`src/rtl/ram_bb_wr_ctrl_if.sv`:
```
// Stream-in / RAM-write bus bundle for the CA/MSG RAM bank write sequencer.
// slave: the sequencer side; master: the stream source / RAM bank observer side.
interface ram_bb_wr_ctrl_if;
   logic [31:0] s_data;
   logic        s_valid;
   logic        s_ready;
   logic [15:0] wren;
   logic [31:0] wr_data;
   logic [4:0]  wr_addr_ca;
   logic [5:0]  wr_addr_msg;

   modport slave (
      input  s_data, s_valid,
      output s_ready, wren, wr_data, wr_addr_ca, wr_addr_msg
   );

   modport master (
      output s_data, s_valid,
      input  s_ready, wren, wr_data, wr_addr_ca, wr_addr_msg
   );
endinterface

```
`src/rtl/ram_bb_wr_ctrl.sv`:
```
// Write-side sequencer for the per-channel CA-code / navigation-message RAM bank.
// Parses headers from the 32-bit receive stream, streams payload words into one of
// 16 RAMs with explicit addresses, and holds the eight code-delay registers.
// Optional: define RAM_BB_WR_CHECKSUM_EN to require a trailing mod-2^32 sum word.
module ram_bb_wr_ctrl #(
   parameter logic [7:0]  SYNC      = 8'hA5,
   parameter int unsigned CA_WORDS  = 32,
   parameter int unsigned MSG_WORDS = 47,
   parameter int unsigned DELAY_W   = 10,
   parameter logic [15:0] TIMEOUT   = 16'd50000
) (
   input  logic               clk,
   input  logic               rst_n,
   ram_bb_wr_ctrl_if.slave    bus,
   output logic [DELAY_W-1:0] delay_ca0,
   output logic [DELAY_W-1:0] delay_ca1,
   output logic [DELAY_W-1:0] delay_ca2,
   output logic [DELAY_W-1:0] delay_ca3,
   output logic [DELAY_W-1:0] delay_ca4,
   output logic [DELAY_W-1:0] delay_ca5,
   output logic [DELAY_W-1:0] delay_ca6,
   output logic [DELAY_W-1:0] delay_ca7,
   output logic               busy,
   output logic [15:0]        load_done,
   output logic [7:0]         err_cnt
);

   typedef enum logic [1:0] {
      ST_IDLE,
      ST_LOAD,
      ST_DONE
`ifdef RAM_BB_WR_CHECKSUM_EN
      , ST_CHECK
`endif
   } state_t;

   state_t state, state_nx;

   logic [3:0]  tgt;
   logic [5:0]  cnt;
   logic [5:0]  cnt_last;
   logic [15:0] idle_cnt;
   logic [DELAY_W-1:0] delay_q [8];

   logic       accept;
   logic       hdr_sync;
   logic [1:0] hdr_cmd;
   logic [2:0] hdr_ch;
   logic       start_load;
   logic       set_delay;
   logic       wr_word;
   logic       err_inc;
   logic       stall;
   logic       timed_out;

`ifdef RAM_BB_WR_CHECKSUM_EN
   logic [31:0] sum;
`endif

   assign accept    = bus.s_valid & bus.s_ready;
   assign hdr_sync  = (bus.s_data[31:24] == SYNC);
   assign hdr_cmd   = bus.s_data[23:22];
   assign hdr_ch    = bus.s_data[21:19];
   assign timed_out = (idle_cnt == TIMEOUT - 16'd1);

   // State register.
   always_ff @(posedge clk or negedge rst_n) begin
      if (!rst_n) state <= ST_IDLE;
      else        state <= state_nx;
   end

   // Next-state decode and per-cycle action strobes.
   always_comb begin
      state_nx   = state;
      start_load = 1'b0;
      set_delay  = 1'b0;
      wr_word    = 1'b0;
      err_inc    = 1'b0;
      stall      = 1'b0;
      case (state)
         ST_IDLE: begin
            if (accept) begin
               if (!hdr_sync || hdr_cmd == 2'b11) begin
                  err_inc = 1'b1;
               end else if (hdr_cmd == 2'b10) begin
                  set_delay = 1'b1;
               end else begin
                  start_load = 1'b1;
                  state_nx   = ST_LOAD;
               end
            end
         end
         ST_LOAD: begin
            if (accept) begin
               wr_word = 1'b1;
               if (cnt == cnt_last) begin
`ifdef RAM_BB_WR_CHECKSUM_EN
                  state_nx = ST_CHECK;
`else
                  state_nx = ST_DONE;
`endif
               end
            end else begin
               stall = 1'b1;
               if (timed_out) begin
                  err_inc  = 1'b1;
                  state_nx = ST_IDLE;
               end
            end
         end
`ifdef RAM_BB_WR_CHECKSUM_EN
         ST_CHECK: begin
            if (accept) begin
               if (bus.s_data == sum) begin
                  state_nx = ST_DONE;
               end else begin
                  err_inc  = 1'b1;
                  state_nx = ST_IDLE;
               end
            end else begin
               stall = 1'b1;
               if (timed_out) begin
                  err_inc  = 1'b1;
                  state_nx = ST_IDLE;
               end
            end
         end
`endif
         ST_DONE: state_nx = ST_IDLE;
         default: state_nx = ST_IDLE;
      endcase
   end

   // Handshake and busy are registered from the next state so both are clean at reset.
   always_ff @(posedge clk or negedge rst_n) begin
      if (!rst_n) begin
         bus.s_ready <= 1'b0;
         busy        <= 1'b0;
      end else begin
         bus.s_ready <= (state_nx != ST_DONE);
         busy        <= (state_nx != ST_IDLE);
      end
   end

   // Load bookkeeping: target, word counter, stall timer and running sum.
   always_ff @(posedge clk or negedge rst_n) begin
      if (!rst_n) begin
         tgt      <= '0;
         cnt      <= '0;
         cnt_last <= '0;
         idle_cnt <= '0;
`ifdef RAM_BB_WR_CHECKSUM_EN
         sum      <= '0;
`endif
      end else if (start_load) begin
         tgt      <= {hdr_cmd[0], hdr_ch};
         cnt      <= '0;
         cnt_last <= hdr_cmd[0] ? 6'(MSG_WORDS - 1) : 6'(CA_WORDS - 1);
         idle_cnt <= '0;
`ifdef RAM_BB_WR_CHECKSUM_EN
         sum      <= '0;
`endif
      end else begin
         if (wr_word) begin
            cnt <= cnt + 6'd1;
`ifdef RAM_BB_WR_CHECKSUM_EN
            sum <= sum + bus.s_data;
`endif
         end
         if (accept)     idle_cnt <= '0;
         else if (stall) idle_cnt <= idle_cnt + 16'd1;
      end
   end

   // RAM write port: one-hot strobe, data and per-type address, 1 clk after acceptance.
   always_ff @(posedge clk or negedge rst_n) begin
      if (!rst_n) begin
         bus.wren        <= '0;
         bus.wr_data     <= '0;
         bus.wr_addr_ca  <= '0;
         bus.wr_addr_msg <= '0;
      end else begin
         bus.wren <= '0;
         if (wr_word) begin
            bus.wren    <= 16'h0001 << tgt;
            bus.wr_data <= bus.s_data;
            if (tgt[3]) bus.wr_addr_msg <= cnt;
            else        bus.wr_addr_ca  <= cnt[4:0];
         end
      end
   end

   // Sticky per-RAM loaded flags: cleared when a load starts, set only on DONE.
   always_ff @(posedge clk or negedge rst_n) begin
      if (!rst_n) begin
         load_done <= '0;
      end else if (start_load) begin
         load_done[{hdr_cmd[0], hdr_ch}] <= 1'b0;
      end else if (state == ST_DONE) begin
         load_done[tgt] <= 1'b1;
      end
   end

   // Saturating protocol error counter.
   always_ff @(posedge clk or negedge rst_n) begin
      if (!rst_n)                          err_cnt <= '0;
      else if (err_inc && err_cnt != 8'hFF) err_cnt <= err_cnt + 8'd1;
   end

   // Per-channel code-delay registers, written only by the set-delay command.
   always_ff @(posedge clk or negedge rst_n) begin
      if (!rst_n) begin
         for (int unsigned i = 0; i < 8; i++) delay_q[i] <= '0;
      end else if (set_delay) begin
         delay_q[hdr_ch] <= bus.s_data[DELAY_W-1:0];
      end
   end

   assign delay_ca0 = delay_q[0];
   assign delay_ca1 = delay_q[1];
   assign delay_ca2 = delay_q[2];
   assign delay_ca3 = delay_q[3];
   assign delay_ca4 = delay_q[4];
   assign delay_ca5 = delay_q[5];
   assign delay_ca6 = delay_q[6];
   assign delay_ca7 = delay_q[7];

endmodule

```
`src/flat_wrapper.sv`:
```
// flat-port wrapper written by rule: the top's interface ports become plain ports
module ram_bb_wr_ctrl_flat 
#(
   parameter logic [7:0]  SYNC      = 8'hA5,
   parameter int unsigned CA_WORDS  = 32,
   parameter int unsigned MSG_WORDS = 47,
   parameter int unsigned DELAY_W   = 10,
   parameter logic [15:0] TIMEOUT   = 16'd50000
)
  (clk, rst_n, delay_ca0, delay_ca1, delay_ca2, delay_ca3, delay_ca4, delay_ca5, delay_ca6, delay_ca7, busy, load_done, err_cnt, bus_s_data, bus_s_valid, bus_s_ready, bus_wren, bus_wr_data, bus_wr_addr_ca, bus_wr_addr_msg);
  ram_bb_wr_ctrl_if bus_i ();
  input  logic clk;
  input  logic rst_n;
  output logic [DELAY_W-1:0] delay_ca0;
  output logic [DELAY_W-1:0] delay_ca1;
  output logic [DELAY_W-1:0] delay_ca2;
  output logic [DELAY_W-1:0] delay_ca3;
  output logic [DELAY_W-1:0] delay_ca4;
  output logic [DELAY_W-1:0] delay_ca5;
  output logic [DELAY_W-1:0] delay_ca6;
  output logic [DELAY_W-1:0] delay_ca7;
  output logic busy;
  output logic [15:0] load_done;
  output logic [7:0] err_cnt;
  input wire logic [$bits(bus_i.s_data)-1:0] bus_s_data;
  input wire logic [$bits(bus_i.s_valid)-1:0] bus_s_valid;
  output wire logic [$bits(bus_i.s_ready)-1:0] bus_s_ready;
  output wire logic [$bits(bus_i.wren)-1:0] bus_wren;
  output wire logic [$bits(bus_i.wr_data)-1:0] bus_wr_data;
  output wire logic [$bits(bus_i.wr_addr_ca)-1:0] bus_wr_addr_ca;
  output wire logic [$bits(bus_i.wr_addr_msg)-1:0] bus_wr_addr_msg;
  assign bus_i.s_data = bus_s_data;
  assign bus_i.s_valid = bus_s_valid;
  assign bus_s_ready = bus_i.s_ready;
  assign bus_wren = bus_i.wren;
  assign bus_wr_data = bus_i.wr_data;
  assign bus_wr_addr_ca = bus_i.wr_addr_ca;
  assign bus_wr_addr_msg = bus_i.wr_addr_msg;
  ram_bb_wr_ctrl #(.SYNC(SYNC), .CA_WORDS(CA_WORDS), .MSG_WORDS(MSG_WORDS), .DELAY_W(DELAY_W), .TIMEOUT(TIMEOUT)) u_core (.clk(clk), .rst_n(rst_n), .bus(bus_i), .delay_ca0(delay_ca0), .delay_ca1(delay_ca1), .delay_ca2(delay_ca2), .delay_ca3(delay_ca3), .delay_ca4(delay_ca4), .delay_ca5(delay_ca5), .delay_ca6(delay_ca6), .delay_ca7(delay_ca7), .busy(busy), .load_done(load_done), .err_cnt(err_cnt));
endmodule
```
`config.mk`:
```
export PLATFORM = sky130hd
export DESIGN_NAME = ram_bb_wr_ctrl_flat
export DESIGN_NICKNAME = d
export VERILOG_FILES = /design/src/rtl/ram_bb_wr_ctrl_if.sv /design/src/rtl/ram_bb_wr_ctrl.sv /design/src/flat_wrapper.sv
export SDC_FILE = /design/constraint.sdc
export NUM_CORES = 1
export LEC_CHECK = 0
export BUFFER_PORTS_ARGS = -buffer_cell sky130_fd_sc_hd__buf_2
export CORE_MARGIN = 2
export CORE_UTILIZATION = 53
export CTS_CLUSTER_SIZE = 8
export DETAILED_ROUTE_END_ITERATION = 6
export PLACE_DENSITY = 0.8
export REMOVE_ABC_BUFFERS = 1
export SLEW_MARGIN = 20
export SYNTH_ARGS = -nofsm -noshare
export SYNTH_HDL_FRONTEND = slang
export SYNTH_SLANG_ARGS = --single-unit
```
`constraint.sdc`:
```
create_clock -name clk -period 2.55 [get_ports clk]
set_clock_uncertainty 0.05 [all_clocks]
set_input_delay 0.3825 -clock clk [delete_from_list [all_inputs] [get_ports clk]]
set_output_delay 0.3825 -clock clk [all_outputs]
set_load 0.01 [all_outputs]
```
Word level (Yosys, flattened, before mapping)
Index checks and enable logic that the tools add are counted.

cells by class
  add/sub/neg operators = 3
  magnitude comparators = 6
  equality and inequality tests = 9
  shift-type cells = 1
  muxes and demuxes = 40
  bitwise gates (word level) = 6
  reduce and logical (&&, ||, !) cells = 13

operators with widths
  kind                     number
  $mux W16                 6
  $bwmux W80               1
  $demux W10 S3            1
  $mux W1                  18
  $mux W6                  3
  $add A16 B1 Y16 const B  1
  $and A16 B16 Y16         1
  $eq A16 B16 Y1 const B   1
  $not A16 Y16             1
  $or A16 B16 Y16          1
  $shl A1 B4 Y16 const A   1
  $mux W2                  6
  $lt A4 B5 Y1 const B     2
  $mux W10                 1
  $add A8 B1 Y8 const B    1
  $demux W1 S4             2
  $eq A8 B8 Y1 const B     1
  $ge A4 B1 Y1 const B     2
  $ne A8 B8 Y1 const B     1
  $add A6 B1 Y6 const B    1
  $eq A2 B2 Y1 const B     3
  $eq A6 B6 Y1             1
  $reduce_bool A2 Y1       3
  $ge A4 B4 Y1 const B     1
  14 further kinds         18

storage, ports and cells
  register bits after elaboration = 199

Logic depth before layout (Yosys ltp)
Gate-level depths: netlist of the first run.

  depth after elaboration = 7
  gate-level depth with buffers = 7
  gate-level depth less buffers = 6

Least setup slack after synthesis of the first run
OpenSTA, ideal clock, no wires.

  path kind = input to register
  start = in bus_s_data[28]
  end = reg u_core.delay_q (netlist bit u_core.delay_ca0[0])
  setup time = 125 ps
  data arrival time = 1859 ps
  data required time = 2375 ps
  setup slack = 515 ps
  stages = 6
  buffers on the path = 1
  path through = and4bb_1 and3_4 nand3_4 nor2b_4 buf_12 mux2_4

on the way
  longest elaborated chain between the ends = 6

ends and longest elaborated chain
  what                           RTL line               text
  start, declared                flat_wrapper.sv:25     input wire logic [$bits(bus_i.s_data)-1:0] bus_s_data;
  $eq A8 B8 Y1                   ram_bb_wr_ctrl.sv:61   assign hdr_sync = (bus.s_data[31:24] == SYNC);
  $logic_not A1 Y1               ram_bb_wr_ctrl.sv:83   if (!hdr_sync || hdr_cmd == 2'b11) begin
  $logic_or A1 B1 Y1             ram_bb_wr_ctrl.sv:83
  $mux W1                        ram_bb_wr_ctrl.sv:83
  $mux W1                        ram_bb_wr_ctrl.sv:82   if (accept) begin
  $mux W1                        ram_bb_wr_ctrl.sv:80   case (state)
  end signal, assigned by index  ram_bb_wr_ctrl.sv:215  delay_q[hdr_ch] <= bus.s_data[DELAY_W-1:0];
  end, declared                  ram_bb_wr_ctrl.sv:43   logic [DELAY_W-1:0] delay_q [8];

No other way between the ends.
A chain may end at the register's enable or synchronous reset.

Worst setup path after layout of the first run
  start = reg u_core.bus.s_ready
  end = reg u_core.delay_q (netlist bit u_core.delay_ca3[8])

on the way
  longest elaborated chain between the ends = 3

ends and longest elaborated chain
  what                    RTL line                 text
  start, declared         ram_bb_wr_ctrl_if.sv:14  output s_ready, wren, wr_data, wr_addr_ca, wr_addr_msg
  start signal, assigned  ram_bb_wr_ctrl.sv:140    bus.s_ready <= (state_nx != ST_DONE);
  $and A1 B1 Y1           ram_bb_wr_ctrl.sv:60     assign accept = bus.s_valid & bus.s_ready;
  $mux W1                 ram_bb_wr_ctrl.sv:82
  $mux W1                 ram_bb_wr_ctrl.sv:80

No other way between the ends.

==> impl_metrics.json, run 1 <==
{
  "status": "finished, final reports clean",
  "seqPwrFrac_pct": 50.2,
  "synthFlopType": "dfrtp_1",
  "arrival_ps": 2310,
  "n_antenna_cell": 0,
  "grt_pass1_wl_um": 30300,
  "core_mm2": 0.0146,
  "grt_start_max_net_pins": 72,
  "synth.area.top_cells": "dfrtp_1 62%, mux2_2 12%, nand2_1 5.7%",
  "ant_nets": 0,
  "drt_iter0_markers": 428,
  "power.internal_mw": 5.17,
  "cts_resized": 0,
  "crit_path_start_kind": "register",
  "cts_setup_buffers": 0,
  "min_period_over_period_pct": 80.2,
  "critPathKind": "register to register",
  "critPathMaxStageDelay_ps": 440,
  "antenna_found_initial": 0,
  "placed_cells": 1009,
  "dpl.hpwl_um": 13000,
  "synth_cell_types": 51,
  "yosysTopAreaCell": "dfrtp_1",
  "cts_tree": "yes",
  "synthToLayoutAreaGrowth_pct": 23.4,
  "crit_family": "simple AND/OR/NAND/NOR gates",
  "rows": 44,
  "cts_sinks": 195,
  "async_flop_share_pct": 100,
  "die_y_um": 126,
  "synth_edf_count": 0,
  "vias": 5586,
  "critPathBufInv": 1,
  "routed_wl_um": 18400,
  "slew_headroom_pct": 60.1,
  "routedWlPerCell_um": 17.7,
  "die_w_um": 126,
  "path_cells": "and2_2 -> nor3b_4 -> nand3_4 -> buf_4 -> nor2_8 -> mux2_2",
  "period_minus_slack_ps": 2040,
  "nFillCells": 1060,
  "max_freq_mhz": 489,
  "yosysMostFrequentCell": "dfrtp_1",
  "hold_class": "input port to register",
  "io_pins": 200,
  "globalplace.congestion": 0.860,
  "path_max_fanout": 10,
  "synth_commonest_cells": "195 x dfrtp_1, 121 x nand2_1, 85 x mux2_2",
  "leakage_nw": 5.36,
  "cts_buffers": 17,
  "syn_area_mm2": 0.00793,
  "clock_path_buffers": 2,
  "clock_latency_ps": 430,
  "finish.cell_count_without_fillers": 1042,
  "p_sw_mw": 1.87,
  "syn_area_per_cell_um2": 12.5,
  "cap_violations": 0,
  "clk_root_buffer_cell": "clkbuf_16",
  "worst_slew_pin_slew_ps": 599,
  "grt_pass1_vias": 5730,
  "required_ps": 2810,
  "dr.pass1.iters": 5,
  "setup_viol": 0,
  "vias_per_cell": 5.36,
  "vdd_drop_max_v": 0.000466,
  "combPwrFrac_pct": 11.9,
  "yosysSeqAreaShare_pct": 61.5,
  "htree_levels": 4,
  "p_clk_share_pct": 37.9,
  "nNetsFinal": 883,
  "slowest_stage": "dfrtp_1",
  "ff2ff_path_depth": 6,
  "drive_gt1_share_pct": 42.0,
  "grt_overflow": 0,
  "hold_depth": 3,
  "finalPower_mw": 7.04,
  "switching_share_pct": 26.6,
  "yosys.area.top_type_share_pct": 61.5,
  "clk_pin_slew_ps": 70,
  "drc": 0,
  "worstSetupEndpointType": "register",
  "synthCells": 633,
  "die_area_mm2": 0.0160,
  "io_buffers": 199,
  "worst-path-stages": 6,
  "drv_slew": 0,
  "synth-seq-cells": 195,
  "grt_usage_pct": 24.3,
  "start_util_pct": 54.4,
  "powerDensity_mw_per_mm2": 719,
  "yosys_warnings": 0,
  "rsz0062_at_grt": "false",
  "hold_viol_final": 0
}
[cells by family after synthesis]
family | Yosys count | share of synthesized area, %
simple gates | 246 | 16.1
flops | 195 | 61.5
mux | 96 | 14.1
compound gates | 41 | 3.03
xor+xnor | 28 | 3.09
buf+inv | 24 | 1.67
fa+ha+maj | 3 | 0.473
[worst register-to-register path: stages (launching register included)]
cell and delay, ps:
dfrtp_1 440, and2_2 190, nor3b_4 230, nand3_4 110, buf_4 260, nor2_8 270, mux2_2 380
[power by group through the flow]
stage	registers (mW)	clock network, mW	logic (mW)
floorplan	3.66	0	0.295
global placement	3.58	0	0.827
detailed placement	3.58	0	0.851
CTS	3.53	2.71	0.856
global route	3.57	2.84	0.953
finish	3.53	2.67	0.839
[what timing repair did]
item,4_1_cts,5_1_grt
hold endpoints to repair,65,0
hold buffers,1,0
setup endpoints to repair,0,0
[registers in the layout (all words and copies together) (netlist names)]
register,cells
u_core.bus.wr_data,32
u_core.bus.wren,16
u_core.idle_cnt,16
u_core.load_done,16
u_core.delay_ca0,10
u_core.delay_ca1,10
u_core.delay_ca2,10
u_core.delay_ca3,10
u_core.delay_ca4,10
u_core.delay_ca5,10
u_core.delay_ca6,10
u_core.delay_ca7,10
u_core.err_cnt,8
u_core.bus.wr_addr_msg,6
u_core.cnt,6
u_core.bus.wr_addr_ca,5
u_core.tgt,4
u_core.cnt_last,2
u_core.state,2
u_core.bus.s_ready,1
u_core.busy,1
[worst paths after layout]
kind | startpoint | end | slack, ps
setup / recovery | u_core.bus.s_ready | u_core.delay_ca3[8] | 510
hold reg to reg | u_core.bus.wr_data[10] | u_core.bus.wr_data[10] | 420
setup reg to reg | u_core.bus.s_ready | u_core.delay_ca3[8] | 510
hold / removal | bus_s_data[12] | u_core.bus.wr_data[12] | 90
min in group asynchronous | rst_n | u_core.idle_cnt[1] | 500
max in group asynchronous | rst_n | u_core.err_cnt[2] | 1290
[final cells by class]
type	instances	area (um2)	share of cell area [%]
flip-flops and latches	195	4880	49.9
multi-input cells	414	2920	29.8
repair buffers	215	1150	11.8
clock buffers	19	443	4.53
well taps	184	230	2.35
clock inverters	13	153	1.56
inverters	2	7.51	0.0767
[placed cells by master (no fill, tap or decap), drive strengths merged, types with 3 or more instances in the layout]
cell type,n
inv,4
xnor2,11
a31oi,8
mux2,95
and3,8
dfrtp,195
nor3,9
clkbuf,20
nand4,6
xor2,17
nor2,52
buf,213
and4,3
nand3,13
and2,4
o21ai,16
or2,3
nor2b,9
clkinvlp,5
nand2,121
and4bb,3
a21oi,9
nand2b,4
ha,3
clkinv,4
[stage by stage]
stage	hold slack, ps	worst slack [ps]	cell area [um2]	utilization, %	TNS (ps)
floorplan	36.9	-368	7810	-	-3030
global placement	390	340	9180	62.9	0
detailed placement	390	278	9180	62.9	0
CTS	74.8	489	9790	67.1	0
global route	89.9	392	9790	67.1	0
finish	87.8	505	9790	67.1	0
[per-layer routing]
metal | track usage, % | share of wire, % | wire length, um
met2 | 38.1 | 48 | 8770
met5 | 0 | 0 | 0
met3 | 7.72 | 7.7 | 1410
met4 | 8.99 | 1.7 | 311
met1 | 32.0 | 43 | 7900
No activity file was read; power rests on OpenSTA's default activity.
==> inputs of run 2 (changes only) <==
- clock period: 2.55 -> 2.1 ns (I/O delays scaled with it)
==> run 2 against run 1 <==
Compared with the run above: clock-buffer cell count unchanged; hold slack got worse by 59 ps; total power increased by 20%.
==> impl_metrics.json, run 2 (synthesized netlist as in run 1, its figures left out) <==
{
  "status": "finished, final reports clean",
  "cap_violations": 0,
  "cts_buffers": 17,
  "routed_wl_um": 18000,
  "drive_gt1_share_pct": 42.3,
  "die_y_um": 126,
  "clk_pin_slew_ps": 70,
  "critPathKind": "register to register",
  "globalplace.congestion": 0.846,
  "switching_share_pct": 25.9,
  "crit_path_start_kind": "register",
  "fin_ws_ps": 79.7,
  "grt_usage_pct": 23.7,
  "core_mm2": 0.0146,
  "routedWlPerCell_um": 17.2,
  "power.internal_mw": 6.27,
  "dp_slack_ps": 33.2,
  "rrSetupSlack_ps": 80,
  "grt_pass1_wl_um": 29400,
  "setup_viol": 0,
  "layout_common_cells": "198 x buf_2, 195 x dfrtp_1, 121 x nand2_1",
  "ff2ff_path_depth": 4,
  "regMostFlops": "u_core.bus.wr_data",
  "grt_start_max_net_pins": 57,
  "hold_start": "bus_s_data[18]",
  "vias": 5560,
  "arrival_ps": 2260,
  "final_common_cell": "buf_2",
  "hold_depth": 3,
  "hold_end": "u_core.bus.wr_data[18]",
  "largest_reg_flops": 32,
  "drv_slew": 0,
  "synthToLayoutAreaGrowth_pct": 24.0,
  "clock_latency_ps": 420,
  "rr_endpoint": "u_core.load_done[0]",
  "drc": 0,
  "hold_class": "input port to register",
  "vdd_drop_max_v": 0.000538,
  "combPwrFrac_pct": 12.4,
  "max_freq_mhz": 495,
  "tns_ps": 0,
  "worst_slew_pin_slew_ps": 502,
  "rsz0062_at_grt": "false",
  "min_period_over_period_pct": 96.2,
  "drt_iter0_markers": 454,
  "htree_levels": 4,
  "dr.pass1.iters": 4,
  "cts_tree": "yes",
  "cts_sinks": 195,
  "n_antenna_cell": 0,
  "seqPwrFrac_pct": 50.5,
  "die_area_mm2": 0.0160,
  "vias_per_cell": 5.32,
  "grt_overflow": 0,
  "slew_headroom_pct": 66.3,
  "regToRegStartpoint": "u_core.state[1]",
  "path_max_fanout": 8,
  "dpl.hpwl_um": 12800,
  "ant_nets": 0,
  "nNetsFinal": 887,
  "antenna_found_initial": 0,
  "worstSetupEndpointType": "register",
  "io_pins": 200,
  "clk_root_buffer_cell": "clkbuf_16",
  "powerDensity_mw_per_mm2": 861,
  "io_buffers": 199,
  "die_w_um": 126,
  "hold_viol_final": 0,
  "p_clk_share_pct": 37.1,
  "p_sw_mw": 2.19,
  "leakage_nw": 5.40,
  "start_util_pct": 54.4,
  "period_minus_slack_ps": 2020,
  "grt_pass1_vias": 5571,
  "required_ps": 2340,
  "clock_path_buffers": 2,
  "rows": 44
}
## run 2: cell types whose count changed in the layout (fill, tap and decap cells not counted)
cell,delta
inv_6,+1
buf_4,+1
buf_12,+3
clkinvlp_4,-3
clkinv_2,+4
a311oi_2,+1
inv_8,-1
a311oi_1,-1
clkinv_4,-2
## run 2: critical path, cell delays in order (launching register included)
cell	delay, ps
dfrtp_1	450
nand4bb_1	290
or4_1	690
o41ai_1	270
o21ai_0	130
## run 2: final cells by class
class | count | area (um2)
clock inverter | 12 | 130
fill | 1098 | 4750
tap | 184 | 230
timing repair buffer | 219 | 1220
multi-input combinational | 414 | 2930
sequential | 195 | 4880
clock buffer | 19 | 443
inverter | 2 | 7.51
## run 2: repair_timing
action                                 4_1_cts  5_1_grt
setup buffers                                0        1
setup endpoints to repair                    0        1
endpoints found under the hold margin       50        0
hold buffers                                 1        0
resized for setup                            0        1
## run 2: power groups by stage
stage / logic, mW / registers [mW] / clock network (mW)
after detailed placement: 1.04 / 4.34 / 0
after CTS: 1.04 / 4.28 / 3.19
final: 1.05 / 4.28 / 3.14
after global placement: 1.01 / 4.34 / 0
after floorplan: 0.359 / 4.45 / 0
after global routing: 1.18 / 4.32 / 3.36
## run 2: per-stage QoR
step	hold WS [ps]	power (mW)	utilization, %	cells	cell area [um2]
global route	28.2	8.86	67.4	1045	9840
global placement	269	5.35	63.3	1012	9240
CTS	14.8	8.52	67.3	1044	9820
finish	28.8	8.47	67.4	1045	9840
detailed placement	269	5.38	63.3	1012	9240
floorplan	-30.6	4.81	-	611	7810
## run 2: how the worst max path moves through the flow
stage	slack (ps)	to	from	depth (start not counted)
2_1_floorplan	-820	u_core.bus.wr_addr_msg[0]	u_core.state[0]	4
3_3_place_gp	60	u_core.load_done[0]	bus_s_data[28]	6
3_5_place_dp	30	u_core.delay_ca6[3]	bus_s_data[28]	7
4_1_cts	50	u_core.err_cnt[7]	u_core.err_cnt[0]	7
5_1_grt	40	u_core.load_done[0]	u_core.state[1]	4
6_report	80	u_core.load_done[0]	u_core.state[1]	4
## run 2: routing by layer
metal	GRT usage, %	share of wire [%]
met1	31.8	43
met2	36.8	47
met4	7.56	1.9
met3	8.06	8.4
met5	0	0
